[config.mk]
export PLATFORM = sky130hd
export DESIGN_NAME = trdb_packet_assembler_flat
export DESIGN_NICKNAME = d
export VERILOG_FILES = /design/src/rtl/trdb_pkg.sv /design/src/rtl/trdb_packet_assembler_if.sv /design/src/rtl/trdb_pkt_fifo.sv /design/src/rtl/trdb_packet_assembler.sv /design/src/flat_wrapper.sv
export SDC_FILE = /design/constraint.sdc
export NUM_CORES = 1
export LEC_CHECK = 0
export ABC_CLOCK_PERIOD_IN_PS = 7400
export CAP_MARGIN = 10
export CORE_MARGIN = 4
export CORE_UTILIZATION = 25
export DETAILED_ROUTE_END_ITERATION = 10
export HOLD_SLACK_MARGIN = 0.02
export PLACE_DENSITY = 0.48
export SKIP_LAST_GASP = 1
export SLEW_MARGIN = 40
export SYNTH_ARGS = -nofsm -noshare
export SYNTH_HDL_FRONTEND = slang
export SYNTH_SLANG_ARGS = --single-unit
[constraint.sdc]
create_clock -name clk_i -period 7.4 [get_ports clk_i]
set_input_delay 0.74 -clock clk_i [delete_from_list [all_inputs] [get_ports clk_i]]
set_output_delay 0.74 -clock clk_i [all_outputs]
set_load 0.1 [all_outputs]
[src/rtl/trdb_pkg.sv]
// Shared types and constants for the trace-packet assembler slice.
//   trdb_format_e           : top-level packet format (F0..F3)
//   trdb_f_sync_subformat_e : F3 subformat (start, exception, context, support)
//   map_len()               : branch count -> branch-map field width for F1
package trdb_pkg;

    typedef enum logic [1:0] {
        FORMAT_F0 = 2'd0,
        FORMAT_F1 = 2'd1,
        FORMAT_F2 = 2'd2,
        FORMAT_F3 = 2'd3
    } trdb_format_e;

    typedef enum logic [1:0] {
        SF_START     = 2'd0,
        SF_EXCEPTION = 2'd1,
        SF_CONTEXT   = 2'd2,
        SF_SUPPORT   = 2'd3
    } trdb_f_sync_subformat_e;

    localparam int FORMAT_W    = 2;
    localparam int SUBFORMAT_W = 2;
    localparam int BRANCHES_W  = 5;
    localparam int MAP_W       = 31;
    localparam int QUAL_W      = 2;
    localparam int MAP_LEN_W   = 6;

    // Branch maps are emitted in buckets of 1, 9, 17, 25 or 31 bits.
    function automatic logic [MAP_LEN_W-1:0] map_len(input logic [BRANCHES_W-1:0] branches);
        if (branches == 5'd0)       return 6'd0;
        else if (branches == 5'd1)  return 6'd1;
        else if (branches <= 5'd9)  return 6'd9;
        else if (branches <= 5'd17) return 6'd17;
        else if (branches <= 5'd25) return 6'd25;
        else                        return 6'd31;
    endfunction

endpackage

[src/rtl/trdb_packet_assembler_if.sv]
// Packet stream between the assembler and the encapsulator.
//   valid   : head entry present        (master -> slave)
//   ready   : slave accepts head entry  (slave -> master)
//   payload : packed packet, LSB-first, zero above the length
//   len     : payload length in bytes
interface trdb_packet_assembler_if #(
    parameter int PAYLOAD_W = 128,
    parameter int LEN_W     = $clog2(PAYLOAD_W / 8 + 1)
);
    logic                 valid;
    logic                 ready;
    logic [PAYLOAD_W-1:0] payload;
    logic [LEN_W-1:0]     len;

    modport master (output valid, payload, len, input ready);
    modport slave  (input valid, payload, len, output ready);
endinterface

[src/rtl/trdb_pkt_fifo.sv]
// Small synchronous FIFO holding assembled packets.
//   push_i/data_i/full_o : write side; a push while full is only taken with a pop
//   pop_i/valid_o/data_o : read side; data_o is the stored head, zero when empty
// A write becomes visible on the read side the cycle after it is pushed.
module trdb_pkt_fifo #(
    parameter int DEPTH = 4,
    parameter int WIDTH = 133
) (
    input  logic             clk_i,
    input  logic             rst_ni,
    input  logic             push_i,
    input  logic [WIDTH-1:0] data_i,
    output logic             full_o,
    input  logic             pop_i,
    output logic             valid_o,
    output logic [WIDTH-1:0] data_o
);
    localparam int PTR_W = $clog2(DEPTH);

    logic [WIDTH-1:0] mem_q [DEPTH];
    logic [PTR_W-1:0] wr_ptr_q, rd_ptr_q;
    logic [PTR_W:0]   count_q;
    logic             do_push, do_pop;

    assign full_o  = (count_q == (PTR_W + 1)'(DEPTH));
    assign valid_o = (count_q != '0);
    assign do_pop  = pop_i & valid_o;
    assign do_push = push_i & (~full_o | do_pop);
    assign data_o  = valid_o ? mem_q[rd_ptr_q] : '0;

    always_ff @(posedge clk_i or negedge rst_ni) begin
        if (!rst_ni) begin
            wr_ptr_q <= '0;
            rd_ptr_q <= '0;
            count_q  <= '0;
        end else begin
            if (do_push) wr_ptr_q <= wr_ptr_q + 1'b1;
            if (do_pop)  rd_ptr_q <= rd_ptr_q + 1'b1;
            count_q <= count_q + (PTR_W + 1)'(do_push) - (PTR_W + 1)'(do_pop);
        end
    end

    // NOTE: storage is not reset; entries are only observable through valid_o,
    // and the read mux forces zero while empty.
    always_ff @(posedge clk_i) begin
        if (do_push) mem_q[wr_ptr_q] <= data_i;
    end
endmodule

[src/rtl/trdb_packet_assembler.sv]
// Packs E-trace payloads (F1, F2, F3 SF0/SF1/SF3) and queues them for the
// packet encapsulator.
//   clk_i, rst_ni              : clock, asynchronous active-low reset
//   req_valid_i / req_ready_o  : request handshake from the filter/priority logic
//   format_i .. branch_map_i   : packet fields, sampled on acceptance
//   pkt                        : packet stream (valid/ready/payload/len)
//   branch_map_flush_o         : one-cycle pulse after a branch map is consumed
module trdb_packet_assembler
    import trdb_pkg::*;
#(
    parameter int XLEN       = 32,
    parameter int PRIV_LEN   = 2,
    parameter int CAUSE_LEN  = 5,
    parameter int IOPT_W     = 4,
    parameter int PAYLOAD_W  = 128,
    parameter int FIFO_DEPTH = 4
) (
    input  logic                   clk_i,
    input  logic                   rst_ni,
    input  logic                   req_valid_i,
    output logic                   req_ready_o,
    input  trdb_format_e           format_i,
    input  trdb_f_sync_subformat_e subformat_i,
    input  logic                   full_address_i,
    input  logic                   addr_needed_i,
    input  logic                   branch_i,
    input  logic [PRIV_LEN-1:0]    priv_i,
    input  logic [XLEN-1:0]        iaddr_i,
    input  logic [CAUSE_LEN-1:0]   ecause_i,
    input  logic                   interrupt_i,
    input  logic                   thaddr_i,
    input  logic [XLEN-1:0]        tval_i,
    input  logic                   ienable_i,
    input  logic                   encoder_mode_i,
    input  logic [QUAL_W-1:0]      qual_status_i,
    input  logic [IOPT_W-1:0]      ioptions_i,
    input  logic                   notify_i,
    input  logic                   updiscon_i,
    input  logic [BRANCHES_W-1:0]  branches_i,
    input  logic [MAP_W-1:0]       branch_map_i,
    trdb_packet_assembler_if.master pkt,
    output logic                   branch_map_flush_o
);
    localparam int LEN_W  = $clog2(PAYLOAD_W / 8 + 1);
    localparam int POS_W  = $clog2(PAYLOAD_W + 1);
    localparam int NBYTES = PAYLOAD_W / 8;

    localparam int F3_SF0_BITS   = FORMAT_W + SUBFORMAT_W + 1 + PRIV_LEN + XLEN;
    localparam int F3_SF1_BITS   = F3_SF0_BITS + CAUSE_LEN + 2 + XLEN;
    localparam int F3_SF3_BITS   = FORMAT_W + SUBFORMAT_W + 2 + QUAL_W + IOPT_W;
    localparam int F2_BITS       = FORMAT_W + XLEN + 2;
    localparam int F1_FIXED_BITS = FORMAT_W + BRANCHES_W + XLEN + 2;
    localparam int F1_NOADDR_BITS = FORMAT_W + BRANCHES_W + MAP_W;

    logic [XLEN-1:0]      latest_addr_q, addr;
    logic [PAYLOAD_W-1:0] pack;
    logic [POS_W-1:0]     pack_bits;
    logic [LEN_W-1:0]     byte_len;
    logic [MAP_LEN_W-1:0] map_bits;
    logic [MAP_W-1:0]     map_mask;
    logic                 supported, compress, updates_addr, flush_d, fits;
    logic                 accept, fifo_full, flush_q;
    logic [LEN_W+PAYLOAD_W-1:0] fifo_out;

    // A full FIFO still accepts when the head leaves in the same cycle.
    assign req_ready_o = ~fifo_full | pkt.ready;
    assign accept      = req_valid_i & req_ready_o;

    assign addr     = full_address_i ? iaddr_i : iaddr_i - latest_addr_q;
    assign map_bits = map_len(branches_i);
    assign map_mask = MAP_W'((32'd1 << map_bits) - 32'd1);

    always_comb begin
        // NOTE: every combinational output gets a default first so no path infers a latch.
        pack         = '0;
        pack_bits    = '0;
        supported    = 1'b0;
        compress     = 1'b0;
        updates_addr = 1'b0;
        flush_d      = 1'b0;
        case (format_i)
            FORMAT_F3: begin
                case (subformat_i)
                    SF_START: begin
                        pack         = PAYLOAD_W'({iaddr_i, priv_i, branch_i, subformat_i, format_i});
                        pack_bits    = POS_W'(F3_SF0_BITS);
                        supported    = 1'b1;
                        updates_addr = 1'b1;
                        flush_d      = 1'b1;
                    end
                    SF_EXCEPTION: begin
                        pack = PAYLOAD_W'({tval_i, iaddr_i, thaddr_i, interrupt_i, ecause_i,
                                           priv_i, branch_i, subformat_i, format_i});
                        pack_bits    = POS_W'(F3_SF1_BITS);
                        supported    = 1'b1;
                        updates_addr = 1'b1;
                        flush_d      = 1'b1;
                    end
                    SF_SUPPORT: begin
                        pack = PAYLOAD_W'({ioptions_i, qual_status_i, encoder_mode_i, ienable_i,
                                           subformat_i, format_i});
                        pack_bits = POS_W'(F3_SF3_BITS);
                        supported = 1'b1;
                    end
                    default: begin end
                endcase
            end
            FORMAT_F2: begin
                pack         = PAYLOAD_W'({updiscon_i, notify_i, addr, format_i});
                pack_bits    = POS_W'(F2_BITS);
                supported    = 1'b1;
                compress     = 1'b1;
                updates_addr = 1'b1;
            end
            FORMAT_F1: begin
                supported = 1'b1;
                compress  = 1'b1;
                flush_d   = 1'b1;
                if (addr_needed_i) begin
                    // The address/flag tail starts right after the variable-width map.
                    pack = PAYLOAD_W'({branches_i, format_i})
                         | (PAYLOAD_W'(branch_map_i & map_mask) << (FORMAT_W + BRANCHES_W))
                         | (PAYLOAD_W'({updiscon_i, notify_i, addr})
                            << (POS_W'(FORMAT_W + BRANCHES_W) + POS_W'(map_bits)));
                    pack_bits    = POS_W'(F1_FIXED_BITS) + POS_W'(map_bits);
                    updates_addr = 1'b1;
                end else begin
                    pack      = PAYLOAD_W'({branch_map_i, BRANCHES_W'(0), format_i});
                    pack_bits = POS_W'(F1_NOADDR_BITS);
                end
            end
            default: begin end
        endcase
    end

    // F1/F2 drop every upper byte that is pure sign extension of the byte below;
    // scanning from the top down leaves the smallest length that still fits.
    always_comb begin
        byte_len = LEN_W'((int'(pack_bits) + 7) / 8);
        fits     = 1'b0;
        if (compress) begin
            for (int n = NBYTES; n >= 1; n--) begin
                fits = 1'b1;
                for (int b = 0; b < PAYLOAD_W; b++) begin
                    if (b >= 8 * n && b < int'(pack_bits) && pack[b] != pack[8*n-1])
                        fits = 1'b0;
                end
                if (fits) byte_len = LEN_W'(n);
            end
        end
    end

    // NOTE: state updates use non-blocking assignments so every register samples pre-edge values.
    always_ff @(posedge clk_i or negedge rst_ni) begin
        if (!rst_ni) begin
            latest_addr_q <= '0;
            flush_q       <= 1'b0;
        end else begin
            flush_q <= accept & flush_d;
            if (accept & updates_addr) latest_addr_q <= iaddr_i;
        end
    end

    assign branch_map_flush_o = flush_q;

    trdb_pkt_fifo #(
        .DEPTH (FIFO_DEPTH),
        .WIDTH (LEN_W + PAYLOAD_W)
    ) u_fifo (
        .clk_i   (clk_i),
        .rst_ni  (rst_ni),
        .push_i  (accept & supported),
        .data_i  ({byte_len, pack}),
        .full_o  (fifo_full),
        .pop_i   (pkt.ready),
        .valid_o (pkt.valid),
        .data_o  (fifo_out)
    );

    assign pkt.payload = fifo_out[PAYLOAD_W-1:0];
    assign pkt.len     = fifo_out[PAYLOAD_W +: LEN_W];
endmodule

[src/flat_wrapper.sv]
// flat-port wrapper written by rule: the top's interface ports become plain ports
module trdb_packet_assembler_flat import trdb_pkg::*;
#(
    parameter int XLEN       = 32,
    parameter int PRIV_LEN   = 2,
    parameter int CAUSE_LEN  = 5,
    parameter int IOPT_W     = 4,
    parameter int PAYLOAD_W  = 128,
    parameter int FIFO_DEPTH = 4
)
  (clk_i, rst_ni, req_valid_i, req_ready_o, format_i, subformat_i, full_address_i, addr_needed_i, branch_i, priv_i, iaddr_i, ecause_i, interrupt_i, thaddr_i, tval_i, ienable_i, encoder_mode_i, qual_status_i, ioptions_i, notify_i, updiscon_i, branches_i, branch_map_i, branch_map_flush_o, pkt_valid, pkt_payload, pkt_len, pkt_ready);
  trdb_packet_assembler_if #(.PAYLOAD_W(PAYLOAD_W)) pkt_i ();
  input  logic clk_i;
  input  logic rst_ni;
  input  logic req_valid_i;
  output logic req_ready_o;
  input  trdb_format_e format_i;
  input  trdb_f_sync_subformat_e subformat_i;
  input  logic full_address_i;
  input  logic addr_needed_i;
  input  logic branch_i;
  input  logic [PRIV_LEN-1:0] priv_i;
  input  logic [XLEN-1:0] iaddr_i;
  input  logic [CAUSE_LEN-1:0] ecause_i;
  input  logic interrupt_i;
  input  logic thaddr_i;
  input  logic [XLEN-1:0] tval_i;
  input  logic ienable_i;
  input  logic encoder_mode_i;
  input  logic [QUAL_W-1:0] qual_status_i;
  input  logic [IOPT_W-1:0] ioptions_i;
  input  logic notify_i;
  input  logic updiscon_i;
  input  logic [BRANCHES_W-1:0] branches_i;
  input  logic [MAP_W-1:0] branch_map_i;
  output logic branch_map_flush_o;
  output wire logic [$bits(pkt_i.valid)-1:0] pkt_valid;
  output wire logic [$bits(pkt_i.payload)-1:0] pkt_payload;
  output wire logic [$bits(pkt_i.len)-1:0] pkt_len;
  input wire logic [$bits(pkt_i.ready)-1:0] pkt_ready;
  assign pkt_valid = pkt_i.valid;
  assign pkt_payload = pkt_i.payload;
  assign pkt_len = pkt_i.len;
  assign pkt_i.ready = pkt_ready;
  trdb_packet_assembler #(.XLEN(XLEN), .PRIV_LEN(PRIV_LEN), .CAUSE_LEN(CAUSE_LEN), .IOPT_W(IOPT_W), .PAYLOAD_W(PAYLOAD_W), .FIFO_DEPTH(FIFO_DEPTH)) u_core (.clk_i(clk_i), .rst_ni(rst_ni), .req_valid_i(req_valid_i), .req_ready_o(req_ready_o), .format_i(format_i), .subformat_i(subformat_i), .full_address_i(full_address_i), .addr_needed_i(addr_needed_i), .branch_i(branch_i), .priv_i(priv_i), .iaddr_i(iaddr_i), .ecause_i(ecause_i), .interrupt_i(interrupt_i), .thaddr_i(thaddr_i), .tval_i(tval_i), .ienable_i(ienable_i), .encoder_mode_i(encoder_mode_i), .qual_status_i(qual_status_i), .ioptions_i(ioptions_i), .notify_i(notify_i), .updiscon_i(updiscon_i), .branches_i(branches_i), .branch_map_i(branch_map_i), .pkt(pkt_i), .branch_map_flush_o(branch_map_flush_o));
endmodule
* Yosys cells after proc, flatten, opt, wreduce, memory -nomap -nowiden
Memory sizes are Yosys's and may differ from the RTL's.
Index checks and enable logic that the tools add are counted.
** Cells by class
- Mux-type cells :: 1013
- $add $sub $neg :: 10
- $lt $le $gt $ge :: 123
- Bitwise operators :: 13
- Shifts and indexed selects :: 2
- Equality and inequality tests :: 967
- Reductions and logical operators :: 967
** Operators by type and width (count)
- two-way mux 1 bit :: 981
- logical AND 1 bit :: 960
- inequality test 1 bit :: 960
- < comparator 7 x 8 -> 1 bit (first input constant) :: 64
- case mux 128 bit (3 select lines) :: 1
- < comparator 6 x 8 -> 1 bit (first input constant) :: 32
- case mux 78 bit (3 select lines) :: 1
- two-way mux 133 bit :: 1
- < comparator 5 x 8 -> 1 bit (first input constant) :: 16
- two-way mux 128 bit :: 1
- OR 128 bit :: 1
- OR 7 x 128 -> 128 bit :: 1
- << shifter 34 x 8 -> 128 bit :: 1
- two-way mux 5 bit :: 19
- < comparator 4 x 8 -> 1 bit (first input constant) :: 8
- two-way mux 32 bit :: 1
- subtractor 32 bit :: 1
- AND 31 bit :: 1
- << shifter 1 x 5 -> 31 bit (first input constant) :: 1
- subtractor 31 x 1 -> 31 bit (second input constant) :: 1
- case mux 8 bit (3 select lines) :: 1
- case mux 7 bit (3 select lines) :: 1
- less-or-equal comparator 5 bit (second input constant) :: 2
- adder 8 x 3 -> 8 bit (second input constant) :: 1
- 25 further kinds :: 38
** Word-level totals
- Output and inout port bits :: 136
- Memories :: 1
- Bits in registers :: 40
- Input bits :: 130
- Bits in writable memories :: 532
** Memory list
- u_core.u_fifo.mem_q :: depth 4, bits a word 133, rd ports 1, clocked after memory_dff 0, wr ports 1, RTL line trdb_pkt_fifo.sv:20 : logic [WIDTH-1:0] mem_q [DEPTH];

* Depth between registers and ports, before layout
- Depth after elaboration :: 138
- Mapped depth :: 20
- Gate-level depth less buffers :: 19

* Hierarchy
Synthesis repeated with hierarchy kept, for this count alone.
** Unflattened totals
- Cell total of the unflattened synthesis :: 2915
- Area, all modules :: 33683.6 µm²
** Modules (own cells, without submodules)
- trdb_pkt_fifo :: area each 20463.4 µm², cells each 879, instances 1
- trdb_packet_assembler :: area each 13220.2 µm², cells each 2036, instances 1

* Worst setup path before layout
Ideal clock, no wire load.
- Path type :: input to register
- Start :: in format_i[0]
- End :: mem u_core.u_fifo.mem_q[0][0] (enable)
- Cell stages on the path :: 10
- Setup time :: 0.473 ns
- Data arrival time :: 4.809 ns
- Required time :: 6.927 ns
- Path slack :: 2.119 ns
- Cell sequence :: inv_1 -> ha_1 -> clkbuf_1 -> clkbuf_1 -> clkbuf_1 -> clkbuf_1 -> buf_1 -> nor2_1 -> o21a_1 -> and2_1
** Between the ends
- Longest elaborated chain between the ends :: 7
- Elaborated cells on any way between the ends :: 9
** Ends and longest elaborated chain
- start, declared :: RTL line flat_wrapper.sv:17 : input trdb_format_e format_i;
- equality test 2 bit or equality test 2 x 1 -> 1 bit (tied branches) :: RTL line trdb_packet_assembler.sv:81 : case (format_i)
- OR reduction 2 bit (no source line)
- case mux 1 bit (2 select lines) * :: RTL line trdb_packet_assembler.sv:81
- AND 1 bit * :: RTL line trdb_packet_assembler.sv:172 : .push_i (accept & supported),
- AND 1 bit * :: RTL line trdb_pkt_fifo.sv:28 : assign do_push = push_i & (~full_o | do_pop);
- two-way mux 1 bit * :: RTL line trdb_pkt_fifo.sv:46 : if (do_push) mem_q[wr_ptr_q] <= data_i;
- two-way mux 1 bit (implied by the code) * :: RTL line trdb_pkt_fifo.sv:46
- end, declared :: RTL line trdb_pkt_fifo.sv:20
Every way passes the cells marked *; elsewhere a longest branch is shown, timed or not.

* Worst setup path after layout
- Start :: in iaddr_i[0]
- End :: mem u_core.u_fifo.mem_q[1][129] (data pin)
** Between the ends
- Longest elaborated chain between the ends :: 131
- Elaborated cells on any way between the ends :: 2918
** Ends and longest elaborated chain
- start, declared :: RTL line flat_wrapper.sv:23 : input logic [XLEN-1:0] iaddr_i;
- subtractor 32 bit :: RTL line trdb_packet_assembler.sv:69 : assign addr = full_address_i ? iaddr_i : iaddr_i - latest_addr_q;
- two-way mux 32 bit :: RTL line trdb_packet_assembler.sv:69
- << shifter 34 x 8 -> 128 bit :: RTL line trdb_packet_assembler.sv:123 : | (PAYLOAD_W'({updiscon_i, notify_i, addr})
- OR 128 bit :: RTL line trdb_packet_assembler.sv:123
- two-way mux 128 bit :: RTL line trdb_packet_assembler.sv:119 : if (addr_needed_i) begin
- case mux 128 bit (3 select lines) * :: RTL line trdb_packet_assembler.sv:81
- inequality test 1 bit :: RTL line trdb_packet_assembler.sv:145 : if (b >= 8 * n && b < int'(pack_bits) && pack[b] != pack[8*n-1])
- logical AND 1 bit :: RTL line trdb_packet_assembler.sv:145
- two-way mux 1 bit (120 in a row) :: RTL line trdb_packet_assembler.sv:145
- two-way mux 1 bit :: RTL line trdb_packet_assembler.sv:141 : if (compress) begin
- two-way mux 5 bit * :: RTL line trdb_packet_assembler.sv:148 : if (fits) byte_len = LEN_W'(n);
- two-way mux 5 bit * :: RTL line trdb_packet_assembler.sv:141
- via u_core.byte_len[1] :: RTL line trdb_packet_assembler.sv:58 : logic [LEN_W-1:0] byte_len;
Mark *: on every way through the listed nets, which the timed path passes. The rest lies on a longest branch. The select of a mux whose other input is x is not followed.

==> impl_metrics.ini <==
[detailed_routing]
vias = 26527
viasPerCell = 5.71
totalWireLength_um = 142000
post-route-drc-count = 0
first_pass_iters = 7
drt_iter0_drc = 3281
ant_nets = 0
wl_per_cell_um = 30.5

[critical_path]
path_cells = clkdlybuf4s50_1, inv_1, ha_1, inv_1, fa_1, a211oi_2, o21ai_4, a211oi_4, o32ai_1, a211oi_1, a22oi_1, a221oi_1, buf_4, a31oi_1, o21ai_0, buf_4, nand4_1, nor4_2, a22oi_1, o31ai_1
cp-end-kind = flop
startpoint_type = input port
ff2ff_path_depth = 19
worstPathRequired_ps = 7760
cp_slowest_stage_delay_ps = 810
critPathMaxFanout = 8
crit_type = in2reg
cp_data_arrival_time_ps = 7080
critPathSlowestCell = a211oi_1

[clock_tree]
hold_buffers = 0
post_cts_resized = 0
cts_sinks = 448
cts_buffers = 51
cts.clk_slew.worst_paths_ps = 60
htreeDepth = 2
clk_path_buf_depth = 3
post_cts_buffers = 0
cts_tree = done
clk_latency_ps = 640
cts_root_buffer = clkbuf_16

[sta]
finalClockSkew_ps = 52.0
hold_violations = 0
min_period_over_period_pct = 90.8
relSlewSlack_pct = 36.4
setup_viol = 0
drv_slew = 0
rsz0062_at_grt = no
timing.hold.ws_ps = 193
worstMarginPinSlew_ps = 949
setup_tns_ps = 0
post-route-min-period_ps = 6720
clock.fmax_ghz = 0.149

[yosys]
yosysTopAreaCellShare_pct = 43.0
synth_ff_type = edfxtp_1
syn_area_per_cell_um2 = 10.7
synth-seq-cells = 448
synthCells = 2665
async_flop_share_pct = 8.93
synth.distinct_cells = 117
synth.largest_area_cell = edfxtp_1
synthTopCellsByArea = edfxtp_1, mux4_2, dfrtp_1, nand2_1, and2_1
syn-cell-area_um2 = 28500
synth_edf_count = 408
synth_top_cells_by_count = edfxtp_1, nand2_1, nor2_1
ys_seq_area_share_pct = 46.5
synth_most_common_cell = edfxtp_1
yosys_warnings = 0

[placed_design]
portBuffers = 234
gp_congestion = 1.04
hpwl_um = 110000
dpl.cell_count = 4553

[job]
maxCapViolCount = 0

[die]
io_pins = 266
core-area_um2 = 113000
die_area_um2 = 119000
die_height_um = 346
fp-row-count = 123
die_w_um = 346
start_util_pct = 25.2

[grt]
gr-usage-all-layers_pct = 22.9
grt_remaining_overflow = 0
grt_max_degree = 103
grt_pass1_vias = 26140
antenna_found_initial = 5
grt_pass1_wl_um = 200000

[final_layout]
drive_above_1_share_pct = 19.8
postLayoutCoreUtil_pct = 31.3
area_delta_synth_final_pct = 23.9
fin_cells = 4646
nNetsFinal = 3282

[power]
p_total_mw = 13.6
worst_ir_drop_vdd_mv = 0.369
power_density_nw_per_um2 = 386
power_leakage_nw = 12.8

[min_path]
hold_class = in2async

[status]
status = completed
## routing by layer
metal  share of wire [%]  track usage [%]  vias up
li1                    -                -    11313
met1                  42             30.7    13092
met2                  44             35.2     1662
met3                 8.4             4.41      458
met4                 6.4             11.6        2
met5              0.0099                0        -
## cell usage in the layout (no fill, tap or decap), types with 19 or more instances in the layout
cell             instances
mux2i_1                 20
nand2_1                239
a21oi_1                136
nor2_1                 199
nor4_1                  29
clkbuf_16               51
o21ai_1                 25
mux4_2                 102
or3_1                   21
buf_4                  242
dfrtp_1                 38
a221oi_1                25
a31oi_1                 38
conb_1                 107
o31ai_1                 27
o21ai_0                127
nand4_1                 43
nor3_1                  64
a222oi_1                24
a22oi_1                 28
o211ai_1                35
clkdlybuf4s50_1        127
nand3_1                 67
and2_1                 129
inv_1                   85
edfxtp_1               408
and3_1                  27
ha_1                    41
a21o_1                  19
o21a_1                  30
buf_2                  107
## power by group
part / switching, mW / internal, mW
logic: 6.02 / 1.97
clock network: 1.03 / 1.39
registers: 0.107 / 3.11
total: 7.15 / 6.47
## cell families after synthesis
family | synth area share [%]
AO/OA/AOI/OAI | 20.6
XOR/XNOR | 0.554
adder cells (fa/ha/maj) | 1.99
buffers and inverters | 4.52
flip-flops | 46.5
multiplexers | 8.93
other | 0.0132
AND/OR/NAND/NOR | 16.8
## metrics by stage
step	setup slack, ps	instance area [um2]
finish	681	35300
global route	503	35300
CTS	1030	35300
detailed placement	365	33700
global placement	35.3	34200
floorplan	2120	28900
## final timing paths
| kind | from | to | slack, ps |
|---|---|---|---|
| worst min-delay path | rst_ni | u_core.latest_addr_q[19] | 190 |
| worst max-delay path | iaddr_i[0] | u_core.u_fifo.mem_q[1][129] | 680 |
| max in group asynchronous | rst_ni | u_core.u_fifo.rd_ptr_q[1] | 6740 |
| min in group clk_i | u_core.latest_addr_q[0] | u_core.latest_addr_q[0] | 520 |
| worst max register to register | u_core.latest_addr_q[19] | u_core.u_fifo.mem_q[0][128] | 1050 |
| worst min register to register | u_core.latest_addr_q[0] | u_core.latest_addr_q[0] | 520 |
## area by class of cell
class | count | area (um2)
Sequential cell | 448 | 13300
Fill cell | 11707 | 77500
Inverter | 88 | 330
Timing Repair Buffer | 485 | 3770
Clock inverter | 24 | 260
Antenna cell | 1 | 2.50
Multi-Input combinational cell | 2034 | 14500
Clock buffer | 66 | 1330
Tap cell | 1500 | 1880
## sequential cells by signal, indices dropped and copies added (netlist names)
name,flops
u_core.branch_map_flush_o,1
u_core.latest_addr_q,32
u_core.u_fifo.count_q,3
u_core.u_fifo.mem_q,408
u_core.u_fifo.rd_ptr_q,2
u_core.u_fifo.wr_ptr_q,2
## critical path, delay by kind of cell
kind | cells | cell delay (ps)
compound gates | 11 | 3990
buf+inv | 5 | 1110
fa+ha+maj | 2 | 610
simple gates | 2 | 610
(Power assumes the default switching activity.)
